[src/rtl/core_lsu.sv]
// core_lsu: load/store unit between the core memory stage and the data bus.
//   - Memory-stage side (m_*): one request per cycle. stall_o asks the pipeline to hold it.
//     misaligned_o pulses one cycle after a misaligned request is dropped.
//   - Bus side (data_*): req/gnt handshake. A command stays stable while data_req_o is high.
//     Responses (data_rvalid_i) arrive in grant order, one per grant.
//   - Writeback (w_*): aligned, extended load result, valid for one cycle.
//   - protocol_err_o: sticky flag, set by an rvalid that arrives with nothing outstanding.
// DATA_WIDTH must be at least 16 bits so that half-word replication is defined.
module core_lsu #(
  parameter int unsigned DATA_WIDTH      = 32,
  parameter int unsigned ADDR_WIDTH      = 32,
  parameter int unsigned REG_ADDR_WIDTH  = 5,
  parameter int unsigned MAX_OUTSTANDING = 2
) (
  input  logic                      clk,
  input  logic                      rst_n,
  input  logic                      m_req_i,
  input  logic                      m_wr_i,
  input  logic [ADDR_WIDTH-1:0]     m_addr_i,
  input  logic [DATA_WIDTH-1:0]     m_wdata_i,
  input  logic [1:0]                m_size_i,
  input  logic                      m_unsigned_i,
  input  logic [REG_ADDR_WIDTH-1:0] m_waddr_i,
  output logic                      stall_o,
  output logic                      misaligned_o,
  output logic                      data_req_o,
  input  logic                      data_gnt_i,
  output logic [ADDR_WIDTH-1:0]     data_addr_o,
  output logic                      data_wr_o,
  output logic [DATA_WIDTH-1:0]     data_wdata_o,
  output logic [DATA_WIDTH/8-1:0]   data_be_o,
  input  logic                      data_rvalid_i,
  input  logic [DATA_WIDTH-1:0]     data_rdata_i,
  output logic                      w_valid_o,
  output logic [DATA_WIDTH-1:0]     w_rdata_o,
  output logic [REG_ADDR_WIDTH-1:0] w_waddr_o,
  output logic                      protocol_err_o
);

  localparam int unsigned NumBytes = DATA_WIDTH / 8;
  localparam int unsigned Off      = $clog2(NumBytes);
  localparam int unsigned OffW     = (Off > 0) ? Off : 1;
  localparam int unsigned PtrW     = (MAX_OUTSTANDING > 1) ? $clog2(MAX_OUTSTANDING) : 1;
  localparam int unsigned CntW     = $clog2(MAX_OUTSTANDING + 1);

  localparam logic [PtrW-1:0]       LastPtr  = PtrW'(MAX_OUTSTANDING - 1);
  localparam logic [CntW:0]         MaxOcc   = (CntW + 1)'(MAX_OUTSTANDING);
  localparam logic [ADDR_WIDTH-1:0] LaneMask = ADDR_WIDTH'(NumBytes - 1);

  typedef enum logic [0:0] {StIdle, StReq} state_e;

  // Everything needed to post-process the response of one granted transfer.
  typedef struct packed {
    logic [OffW-1:0]           off;
    logic [1:0]                size;
    logic                      uns;
    logic [REG_ADDR_WIDTH-1:0] waddr;
    logic                      is_load;
  } entry_t;

  state_e                    state_q, state_d;
  logic [ADDR_WIDTH-1:0]     cmd_addr_q;
  logic                      cmd_wr_q;
  logic [DATA_WIDTH-1:0]     cmd_wdata_q;
  logic [NumBytes-1:0]       cmd_be_q;
  entry_t                    cmd_ent_q;

  entry_t                    fifo_q [MAX_OUTSTANDING];
  logic [PtrW-1:0]           wptr_q, rptr_q;
  logic [CntW-1:0]           cnt_q, cnt_d;

  logic                      misaligned_q;
  logic                      w_valid_q;
  logic [DATA_WIDTH-1:0]     w_rdata_q;
  logic [REG_ADDR_WIDTH-1:0] w_waddr_q;
  logic                      protocol_err_q;

  // Request decode
  logic [OffW-1:0]       off_in;
  logic                  aligned;
  logic [NumBytes-1:0]   be_in;
  logic [DATA_WIDTH-1:0] wdata_in;
  logic [CntW:0]         occ;
  logic                  slot_free;
  logic                  accept;
  logic                  push;
  logic                  pop;

  always_comb begin
    off_in   = (Off > 0) ? m_addr_i[OffW-1:0] : '0;
    aligned  = 1'b1;
    be_in    = '1;
    wdata_in = m_wdata_i;
    unique case (m_size_i)
      2'd0: begin
        be_in    = NumBytes'(1) << off_in;
        wdata_in = {NumBytes{m_wdata_i[7:0]}};
      end
      2'd1: begin
        aligned  = ~m_addr_i[0];
        be_in    = NumBytes'(3) << off_in;
        wdata_in = {(NumBytes / 2){m_wdata_i[15:0]}};
      end
      default: begin
        // Size 3 is reserved and handled as a full word.
        aligned = (off_in == '0);
      end
    endcase
  end

  // The command sitting in REQ will occupy a slot once granted, so it counts here.
  // A response this cycle frees a slot in time for the new command.
  assign occ       = {1'b0, cnt_q} + {{CntW{1'b0}}, (state_q == StReq)};
  assign slot_free = (occ < MaxOcc) | data_rvalid_i;
  assign accept    = m_req_i & ((state_q == StIdle) | data_gnt_i) & slot_free & aligned;
  assign stall_o   = m_req_i & aligned & ~accept;

  assign push = (state_q == StReq) & data_gnt_i;
  assign pop  = data_rvalid_i & (cnt_q != '0);

  always_comb begin
    state_d = state_q;
    unique case (state_q)
      StIdle: if (accept) state_d = StReq;
      StReq:  if (data_gnt_i) state_d = accept ? StReq : StIdle;
      default: state_d = StIdle;
    endcase
  end

  always_comb begin
    cnt_d = cnt_q;
    unique case ({push, pop})
      2'b10:   cnt_d = cnt_q + CntW'(1);
      2'b01:   cnt_d = cnt_q - CntW'(1);
      default: cnt_d = cnt_q;
    endcase
  end

  // Response alignment and extension, driven from the FIFO head.
  entry_t                head;
  logic [DATA_WIDTH-1:0] shifted;
  logic [DATA_WIDTH-1:0] load_data;

  always_comb begin
    head      = fifo_q[rptr_q];
    shifted   = data_rdata_i >> {head.off, 3'b000};
    load_data = shifted;
    unique case (head.size)
      2'd0: load_data = head.uns ? {{(DATA_WIDTH - 8){1'b0}}, shifted[7:0]}
                                 : {{(DATA_WIDTH - 8){shifted[7]}}, shifted[7:0]};
      2'd1: load_data = head.uns ? {{(DATA_WIDTH - 16){1'b0}}, shifted[15:0]}
                                 : {{(DATA_WIDTH - 16){shifted[15]}}, shifted[15:0]};
      default: load_data = shifted;
    endcase
  end

  always_ff @(posedge clk or negedge rst_n) begin
    if (!rst_n) begin
      state_q        <= StIdle;
      cmd_addr_q     <= '0;
      cmd_wr_q       <= 1'b0;
      cmd_wdata_q    <= '0;
      cmd_be_q       <= '0;
      cmd_ent_q      <= '0;
      wptr_q         <= '0;
      rptr_q         <= '0;
      cnt_q          <= '0;
      misaligned_q   <= 1'b0;
      w_valid_q      <= 1'b0;
      w_rdata_q      <= '0;
      w_waddr_q      <= '0;
      protocol_err_q <= 1'b0;
      for (int i = 0; i < int'(MAX_OUTSTANDING); i++) fifo_q[i] <= '0;
    end else begin
      state_q      <= state_d;
      cnt_q        <= cnt_d;
      misaligned_q <= m_req_i & ~aligned;
      w_valid_q    <= pop & head.is_load;

      if (accept) begin
        cmd_addr_q        <= m_addr_i & ~LaneMask;
        cmd_wr_q          <= m_wr_i;
        cmd_wdata_q       <= wdata_in;
        cmd_be_q          <= be_in;
        cmd_ent_q.off     <= off_in;
        cmd_ent_q.size    <= m_size_i;
        cmd_ent_q.uns     <= m_unsigned_i;
        cmd_ent_q.waddr   <= m_waddr_i;
        cmd_ent_q.is_load <= ~m_wr_i;
      end

      if (push) begin
        fifo_q[wptr_q] <= cmd_ent_q;
        wptr_q         <= (wptr_q == LastPtr) ? '0 : wptr_q + PtrW'(1);
      end

      if (pop) begin
        rptr_q <= (rptr_q == LastPtr) ? '0 : rptr_q + PtrW'(1);
        if (head.is_load) begin
          w_rdata_q <= load_data;
          w_waddr_q <= head.waddr;
        end
      end

      if (data_rvalid_i && (cnt_q == '0)) protocol_err_q <= 1'b1;
    end
  end

  assign data_req_o     = (state_q == StReq);
  assign data_addr_o    = cmd_addr_q;
  assign data_wr_o      = cmd_wr_q;
  assign data_wdata_o   = cmd_wdata_q;
  assign data_be_o      = cmd_be_q;
  assign misaligned_o   = misaligned_q;
  assign w_valid_o      = w_valid_q;
  assign w_rdata_o      = w_rdata_q;
  assign w_waddr_o      = w_waddr_q;
  assign protocol_err_o = protocol_err_q;

endmodule

[config.mk]
export PLATFORM = sky130hd
export DESIGN_NAME = core_lsu
export DESIGN_NICKNAME = d
export VERILOG_FILES = /design/src/rtl/core_lsu.sv
export SDC_FILE = /design/constraint.sdc
export NUM_CORES = 1
export LEC_CHECK = 0
export BUFFER_PORTS_ARGS = -buffer_cell sky130_fd_sc_hd__buf_2
export CORE_UTILIZATION = 40
export CTS_CLUSTER_DIAMETER = 80
export DETAILED_ROUTE_END_ITERATION = 10
export PLACE_DENSITY = 0.73
export SYNTH_ARGS = -nofsm -noshare
export SYNTH_HDL_FRONTEND = slang
export SYNTH_SLANG_ARGS = --single-unit
[constraint.sdc]
create_clock -name clk -period 1.9 [get_ports clk]
set_clock_uncertainty 0.15 [all_clocks]
set_input_delay 0.19 -clock clk [delete_from_list [all_inputs] [get_ports clk]]
set_output_delay 0.19 -clock clk [all_outputs]
set_load 0.005 [all_outputs]
After elaboration in Yosys (flattened, before gate mapping) --
Cells that the tools add are included.
Word-level totals: output and inout port bits 111, register bits 145, bits of input ports 110
Cells by class: $lt $le $gt $ge 4, equal/unequal tests 4, shift-type cells 3, bitwise gates (word level) 18, multiplexer cells 18, $add $sub $neg 5, reductions and logical operators 9
Operator list (count):
- 32-bit case mux with 2 select lines | 2
- 32-bit two-way mux | 2
- 11-bit two-way mux | 4
- 32-bit by 5-bit >> shifter with 32-bit output | 1
- 22-bit bitwise mux | 1
- 11-bit demux with 1-bit select | 1
- 1-bit bitwise AND | 9
- 2-bit zero test | 4
- 4-bit case mux with 2 select lines | 1
- 2-bit by 1-bit equality test with 1-bit output (second input constant) | 3
- 1-bit NOT | 5
- 2-bit greater-or-equal comparator (second input constant) | 2
- 1-bit two-way mux | 4
- 1-bit NOT with 2-bit output | 2
- 1-bit case mux with 2 select lines | 2
- 2-bit case mux with 2 select lines | 1
- 2-bit nonzero test | 2
- 1-bit by 2-bit << shifter with 4-bit output (first input constant) | 1
- 2-bit by 2-bit << shifter with 4-bit output (first input constant) | 1
- 2-bit by 1-bit adder with 3-bit output | 1
- 3-bit by 2-bit < comparator with 1-bit output (second input constant) | 1
- 1-bit adder (second input constant) | 2
- 2-bit by 1-bit adder with 2-bit output (second input constant) | 1
- 2-bit equality test (second input constant) | 1
- other kinds (5) | 7

Logic depth before layout (Yosys ltp) --
Gate-level depths: netlist (run 1).
depth in word-level cells 8, mapped depth 8

Least setup slack after synthesis (run 1) --
No wires, ideal clock.
path kind flip-flop to flip-flop, start point register fifo_q[20] in the netlist's numbering, end point register w_rdata_q[28], in the netlist w_rdata_o[28], buffers on the path 1, arrival time 1589 ps, path slack 32 ps, cell stages (with the launch flop) 7, data required time 1620 ps, cells stage by stage dfrtp_1 > mux2_4 > mux2i_2 > a22oi_4 > a22oi_4 > buf_6 > a31oi_1
On the way: word-level cells in the longest chain between the ends 6
Ends and longest elaborated chain:
- start: declaration | line 68 | entry_t fifo_q [MAX_OUTSTANDING];
- start signal: indexed assignment | line 193 | fifo_q[wptr_q] <= cmd_ent_q;
- 11-bit two-way mux (implied by the code) * (3 in series) | line 145 | head = fifo_q[rptr_q];
- 32-bit by 5-bit >> shifter with 32-bit output * | line 146 | shifted = data_rdata_i >> {head.off, 3'b000};
- 32-bit two-way mux, on equally long branches | line 151, 149
- 32-bit case mux with 2 select lines * | line 148 | unique case (head.size)
- end signal: assignment | line 200 | w_rdata_q <= load_data;
- end: declaration | line 74 | logic [DATA_WIDTH-1:0] w_rdata_q;
Every way passes the cells marked *; elsewhere a longest branch is shown, timed or not. The select of a mux whose other input is x is not followed. A chain may end at the register's enable or synchronous reset.

Worst setup path in the final report (run 1) --
start point register rptr_q, end point register w_rdata_q[27], in the netlist w_rdata_o[27]
On the way: word-level cells in the longest chain between the ends 7
Ends and longest elaborated chain:
- start: declaration | line 69 | logic [PtrW-1:0] wptr_q, rptr_q;
- start signal: assignment | line 198 | rptr_q <= (rptr_q == LastPtr) ? '0 : rptr_q + PtrW'(1);
- 1-bit NOT with 2-bit output (implied by the code) * | line 145
- 11-bit two-way mux (implied by the code) * (3 in series) | line 145
- 32-bit by 5-bit >> shifter with 32-bit output | line 146
- 32-bit two-way mux, on equally long branches | line 151, 149
- 32-bit case mux with 2 select lines | line 148
Marked as above.

==> reports/qor.txt, run 1 <==
Final Hold Viols -> 0
grt ovf -> 0
number of setup violations in the final report -> 1
core footprint -> 15900 sq um
placed cells -> 1099
Die W -> 130 um
top cell type's share of synthesized area -> 55.2%
layout cells sized above 1 -> 34.4%
H-tree depth -> 4
CTS max path bufs -> 2
Cells after Synth -> 669
failing checks -> negative setup slack
Root Driver -> clkbuf_16
Crit-path slowest cell -> dfrtp_2
TritonCTS clock tree -> done
Cell Chain, Critical Path -> mux2_4 -> mux2i_4 -> a22oi_4 -> a22oi_4 -> buf_12 -> a31oi_1
Least-Margin Pin Slew -> 520 ps
CTS clk-pin slew, worst paths -> 60 ps
CP Class -> flip-flop to flip-flop
final count of pins violating max slew -> 0
hpwl dp -> 12.7 mm
Fillers -> 1295
share of synthesized registers carrying an async set or reset -> 100%
CP Capture Type -> flip-flop
synth-to-layout area growth -> 47.7%
gp weighted congestion -> 0.888
status -> finished with violations
Post-synth EDFFs -> 0
vias in the first global route -> 6073
max cap viols -> 0
initial antenna violation count -> 0
antenna-violating nets left -> 0
largest net degree at the start of global routing -> 56
Vias -> 6113
setup TNS -> -2.28 ps
synth cell count leaders -> nand2_1, dfrtp_1, nor2_1
WP data arrival -> 2090 ps
largest cells by area after synthesis -> dfrtp_1, nand2_1, mux2i_1, mux2_2, nor2_1
WL/cell -> 16.1 um
Final Net Count -> 1106
1st-iter DRT viols -> 375
multi-input logic area -> 2830 sq um
Crit path top cell by count -> a22oi_4
RSZ-0062 raised after global routing -> true
Worst-Skew Late Latency -> 420 ps
clk sinks -> 145
Worst Path Required -> 2080 ps
vias per cell -> 4.99
post-synthesis cell type count -> 47
final WL -> 19.7 mm
dominant synthesized flop cell -> dfrtp_1
initial core utilization -> 41.3%
fin worst setup slack -> -2.28 ps
CP max stage delay -> 440 ps
global-route wire length before repair -> 30.7 mm
Cell Count, Final, Fillers Out -> 1225
Sequential cell area -> 3630 sq um
f_max -> 526 MHz
final period utilization -> 100%
Peak supply drop -> 0.000750 V
Post-Syn Area -> 6580 sq um
drt pass-1 iters -> 7
die area -> 17000 sq um
most numerous cell in the Yosys netlist -> nand2_1
syn_area_per_cell -> 9.83 sq um
input/output buffers -> 218
Seq/Total Area, Yosys -> 55.2%
yosys warns -> 0
Yosys reg bits -> 145
num rows -> 46
Tmin final -> 1900 ps
DRC Markers -> 0
Slew headroom -> 65.0%
CP Launch Type -> flip-flop
Min-Delay Path Class -> input pin to flip-flop
Pwr Density -> 1530 nW/um^2
Die Height -> 130 um
Total GRT Usage -> 23.9%
TritonCTS Buffers -> 17
Leak Pwr -> 4.89 nW
leading area contributor after synthesis -> dfrtp_1
worst-path fanout max -> 16
I/O pins -> 221
[layer usage]
metal / up-vias / track usage (%) / share of wire, %
li1: 2903 / - / -
met5: - / 0 / 0
met3: 31 / 7.34 / 8.6
met2: 313 / 39.8 / 48
met4: 0 / 10.1 / 2.4
met1: 2866 / 28.7 / 41
[layout by cell type (no fill, tap or decap), types with 3 or more instances in the layout]
master,Yosys,layout
nand2_1,222,222
mux2i_4,2,4
and3_1,7,7
mux2i_1,38,37
nor2_1,48,47
dfrtp_2,0,3
a21oi_1,26,24
a21o_1,8,8
mux2_2,30,30
o2bb2ai_1,7,7
clkbuf_1,14,3
clkinvlp_4,0,4
buf_12,0,9
dlygate4sd3_1,0,89
a21oi_2,1,3
buf_6,2,4
buf_4,4,26
a31oi_1,22,17
clkbuf_16,0,17
dfrtp_1,145,142
buf_2,18,217
inv_1,3,3
a31oi_2,0,5
o21ai_0,32,31
xnor2_1,3,3
[cell type report]
cell class	instances	area share (%)
Antenna cell	1	0.0257
Clock buffer	20	4.49
Clock inverter	12	1.39
Inverter	4	0.154
Multi-Input combinational cell	482	29.1
Sequential cell	145	37.4
Tap cell	216	2.78
Timing Repair Buffer	345	24.7
[worst max-delay path, delay by kind of cell (launching register included)]
kind	cells	cell delay (ps)
multiplexers	2	530
buffers and inverters	1	160
AO/OA/AOI/OAI	3	520
flip-flops	1	440
[worst paths after layout]
path                                        from        endpoint  slack [ps]  depth (start not counted)
worst min-delay path            data_rdata_i[20]   w_rdata_o[12]          20                          4
worst max register to register            rptr_q   w_rdata_o[27]          -2                          6
worst min register to register    protocol_err_o  protocol_err_o         310                          1
max in group asynchronous                  rst_n      data_req_o         750                          3
worst max-delay path                      rptr_q   w_rdata_o[27]          -2                          6
min in group asynchronous                  rst_n    w_rdata_o[3]         120                          2
[where the power goes]
group | leakage [nW] | internal [mW] | switching (mW)
combinational | 2.87 | 3.12 | 3.15
sequential | 1.75 | 4.46 | 0.877
clock | 0.267 | 1.94 | 1.30
total | 4.89 | 9.51 | 5.33
[flip-flops by register name (all words and copies together) (netlist names)]
name,count
w_valid_o,1
wptr_q,1
data_req_o,1
cmd_ent_q,11
data_be_o,4
data_wr_o,1
w_waddr_o,5
protocol_err_o,1
fifo_q,22
rptr_q,1
data_wdata_o,32
misaligned_o,1
cnt_q,2
w_rdata_o,32
data_addr_o,30
[what timing repair did]
| item | CTS | global route |
|---|---|---|
| gates resized for setup | 4 | 17 |
| endpoints found under the hold margin | 208 | 1 |
| hold buffers | 89 | 1 |
| buffers inserted | 1 | 3 |
| setup endpoints to repair | 10 | 26 |
| pin swaps | 1 | 4 |
[kinds of logic (layout without fill, tap and decap cells)]
logic type,count (synthesis),after routing,synth area share [%]
xor+xnor,4,4,0.533
buf+inv,43,381,3.25
other cells,1,3,0.0570
fa+ha+maj,1,1,0.190
flops,145,145,55.2
simple gates,293,293,17.7
mux,72,72,12.0
compound gates,110,110,11.0
[metrics by stage]
step | setup slack (ps) | power, mW | hold WS (ps) | cell area, sq um | util [%]
after floorplan | 31.7 | 8.63 | -256 | 6580 | -
final | -2.28 | 14.8 | 20.4 | 9720 | 61.0
after detailed placement | -3.25 | 11.2 | -1.84 | 8130 | 51.0
after global placement | 36.4 | 11.0 | -0.442 | 8130 | 51.0
after CTS | -12.6 | 14.7 | 0.106 | 9620 | 60.3
after global routing | -66.2 | 15.8 | 9.29 | 9720 | 60.9
Power figures use the tool's default switching activity.
==> run 2, diff against run 1 <==
REMOVE_ABC_BUFFERS = 1   (was not set)
==> reports/qor.txt, run 2 (synthesis results as in run 1) <==
Crit path top cell by count -> a22oi_4 (unchanged)
FF-to-FF path depth -> 6 (unchanged)
H-tree depth -> 4 (unchanged)
fin worst setup slack -> -20.6 ps (was -2.28 ps)
antenna-violating nets left -> 0 (unchanged)
global-route wire length before repair -> 30.5 mm (was 30.7 mm)
post-route cell area -> 9790 sq um (was 9720 sq um)
num rows -> 46 (unchanged)
Die Height -> 130 um (unchanged)
initial antenna violation count -> 2 (was 0)
final count of pins violating max slew -> 0 (unchanged)
Crit-path slowest cell -> dfrtp_2 (unchanged)
f_max -> 521 MHz (was 526 MHz)
max cap viols -> 0 (unchanged)
clk sinks -> 145 (unchanged)
RSZ-0062 raised after global routing -> true (unchanged)
Crit. Startpoint -> rptr_q (unchanged)
switching portion of total power -> 36.3% (was 35.9%)
layout cells sized above 1 -> 34.7% (was 34.4%)
Min-Delay Path Class -> input pin to flip-flop (unchanged)
WL/cell -> 16.0 um (was 16.1 um)
largest net degree at the start of global routing -> 73 (was 56)
gp weighted congestion -> 0.841 (was 0.888)
post-layout util -> 61.4% (was 61.0%)
WP buf/inv -> 1 (unchanged)
Worst Path Required -> 2080 ps (about the same)
WP data arrival -> 2100 ps (was 2090 ps)
Sequential cell area -> 3630 sq um (unchanged)
CTS clk-pin slew, worst paths -> 60 ps (about the same)
Cell Chain, Critical Path -> mux2_4 -> mux2i_4 -> a22oi_4 -> a22oi_4 -> buf_12 -> a31oi_1 (unchanged)
Pwr Density -> 1530 nW/um^2 (about the same)
1st-iter DRT viols -> 330 (was 375)
die area -> 17000 sq um (unchanged)
FF-to-FF End -> w_rdata_o[26] (was w_rdata_o[27])
final WL -> 19.7 mm (about the same)
Area after DPL -> 8160 sq um (was 8130 sq um)
Final Hold Viols -> 0 (unchanged)
Final Net Count -> 1109 (was 1106)
Peak supply drop -> 0.000796 V (was 0.000750 V)
CP max stage delay -> 440 ps (about the same)
Root Driver -> clkbuf_16 (unchanged)
worst-path fanout max -> 16 (unchanged)
commonest non-fill, non-tap cell in the layout -> nand2_1 (unchanged)
Psw -> 5.44 mW (was 5.33 mW)
failing checks -> negative setup slack (unchanged)
Total GRT Usage -> 23.7% (was 23.9%)
multi-input logic area -> 2860 sq um (was 2830 sq um)
Tmin final -> 1920 ps (was 1900 ps)
CTS max path bufs -> 2 (unchanged)
status -> finished with violations (unchanged)
Slew headroom -> 64.3% (was 65.0%)
grt ovf -> 0 (unchanged)
hpwl dp -> 12.4 mm (was 12.7 mm)
placed cells -> 1101 (was 1099)
Worst path depth -> 6 (unchanged)
Cell Count, Final, Fillers Out -> 1228 (was 1225)
Leak Pwr -> 4.93 nW (was 4.89 nW)
I/O pins -> 221 (unchanged)
CP Class -> flip-flop to flip-flop (unchanged)
Die W -> 130 um (unchanged)
DRC Markers -> 0 (unchanged)
vias per cell -> 5.06 (was 4.99)
setup TNS -> -140 ps (was -2.28 ps)
top cell family by delay on the critical path -> multiplexers (unchanged)
drt pass-1 iters -> 5 (was 7)
CP Capture Type -> flip-flop (unchanged)
clock power share -> 21.2% (was 21.8%)
crit path capture -> w_rdata_o[26] (was w_rdata_o[27])
share of power burned in registers -> 35.8% (was 35.9%)
TritonCTS Buffers -> 17 (unchanged)
reg2reg start -> rptr_q (unchanged)
Hold Crit Start -> m_addr_i[0] (was data_rdata_i[20])
Fillers -> 1293 (was 1295)
initial core utilization -> 41.3% (unchanged)
TritonCTS clock tree -> done (unchanged)
input/output buffers -> 218 (unchanged)
reg-to-reg slack, setup -> -20 ps (was -2 ps)
Comb pwr share -> 43.0% (was 42.3%)
vias in the first global route -> 6152 (was 6073)
Least-Margin Pin Slew -> 536 ps (was 520 ps)
Vias -> 6212 (was 6113)
CP Launch Type -> flip-flop (unchanged)
most frequent cells in the layout -> nand2_1, buf_2, dfrtp_1 (unchanged)
final period utilization -> 101% (was 100%)
P_int -> 9.54 mW (was 9.51 mW)
core footprint -> 15900 sq um (unchanged)
Worst-Skew Late Latency -> 420 ps (about the same)
synth-to-layout area growth -> 48.8% (was 47.7%)
number of setup violations in the final report -> 12 (was 1)
[run 2: changes by cell type in the layout (fill, tap and decap cells not counted), moves of 3 or more]
cell and change:
buf_4 +4, a31oi_2 -4, a31oi_4 +4, buf_6 -3
[run 2: routing by layer]
layer / part of all wire [%] / GRT usage (%) / vias to the layer above
met5: 0.051 / 0 / -
met4: 3.0 / 12.6 / 2
met3: 8.3 / 7.42 / 51
met2: 49 / 38.9 / 303
met1: 40 / 27.8 / 2955
li1: - / - / 2901
[run 2: area by class of cell]
cell class | count | share of cell area, %
sequential | 145 | 37.1
inverter | 4 | 0.153
tap | 216 | 2.76
clock buffer | 20 | 4.67
timing repair buffer | 348 | 24.9
antenna | 1 | 0.0256
clock inverter | 12 | 1.11
multi-input combinational | 482 | 29.3
[run 2: timing repair]
action,4_1_cts,5_1_grt
gates cloned,0,1
endpoints found under the hold margin,143,0
buffers inserted,0,4
pin swaps,1,2
gates resized for setup,8,11
hold buffers,89,0
setup endpoints to repair,23,88
[run 2: worst min-delay path by stage]
stage | endpoint | slack, ps | cells past startpoint
global route | w_rdata_o[8] | 30 | 4
detailed placement | w_rdata_o[15] | 50 | 1
floorplan | cmd_ent_q[0] | -260 | 0
finish | data_be_o[3] | 20 | 3
CTS | data_be_o[3] | 2 | 3
global placement | cnt_q[0] | 60 | 1
[run 2: worst reg2reg max path, delay by kind of cell, from the launching register on]
family	cells	cell delay, ps
muxes	2	540
AOI/OAI and AO/OA	3	540
DFF	1	440
buffers and inverters	1	170
[run 2: power by group through the flow]
stage          sequential [mW]  combinational (mW)  clock [mW]
6_report                  5.36                6.44        3.18
5_1_grt                   5.53                7.12        3.39
4_1_cts                   5.29                6.14        3.26
3_5_place_dp              5.29                5.87           0
3_3_place_gp              5.29                5.74           0
2_1_floorplan             5.37                3.05           0
[run 2: stage by stage]
step           hold slack (ps)  total power [mW]  worst slack, ps
4_1_cts                   1.83              14.7            -30.9
6_report                  23.1              15.0            -20.6
3_5_place_dp              54.1              11.2            -45.6
3_3_place_gp              56.4              11.0             36.2
2_1_floorplan             -256              8.42            -1200
5_1_grt                   28.3              16.0            -97.8
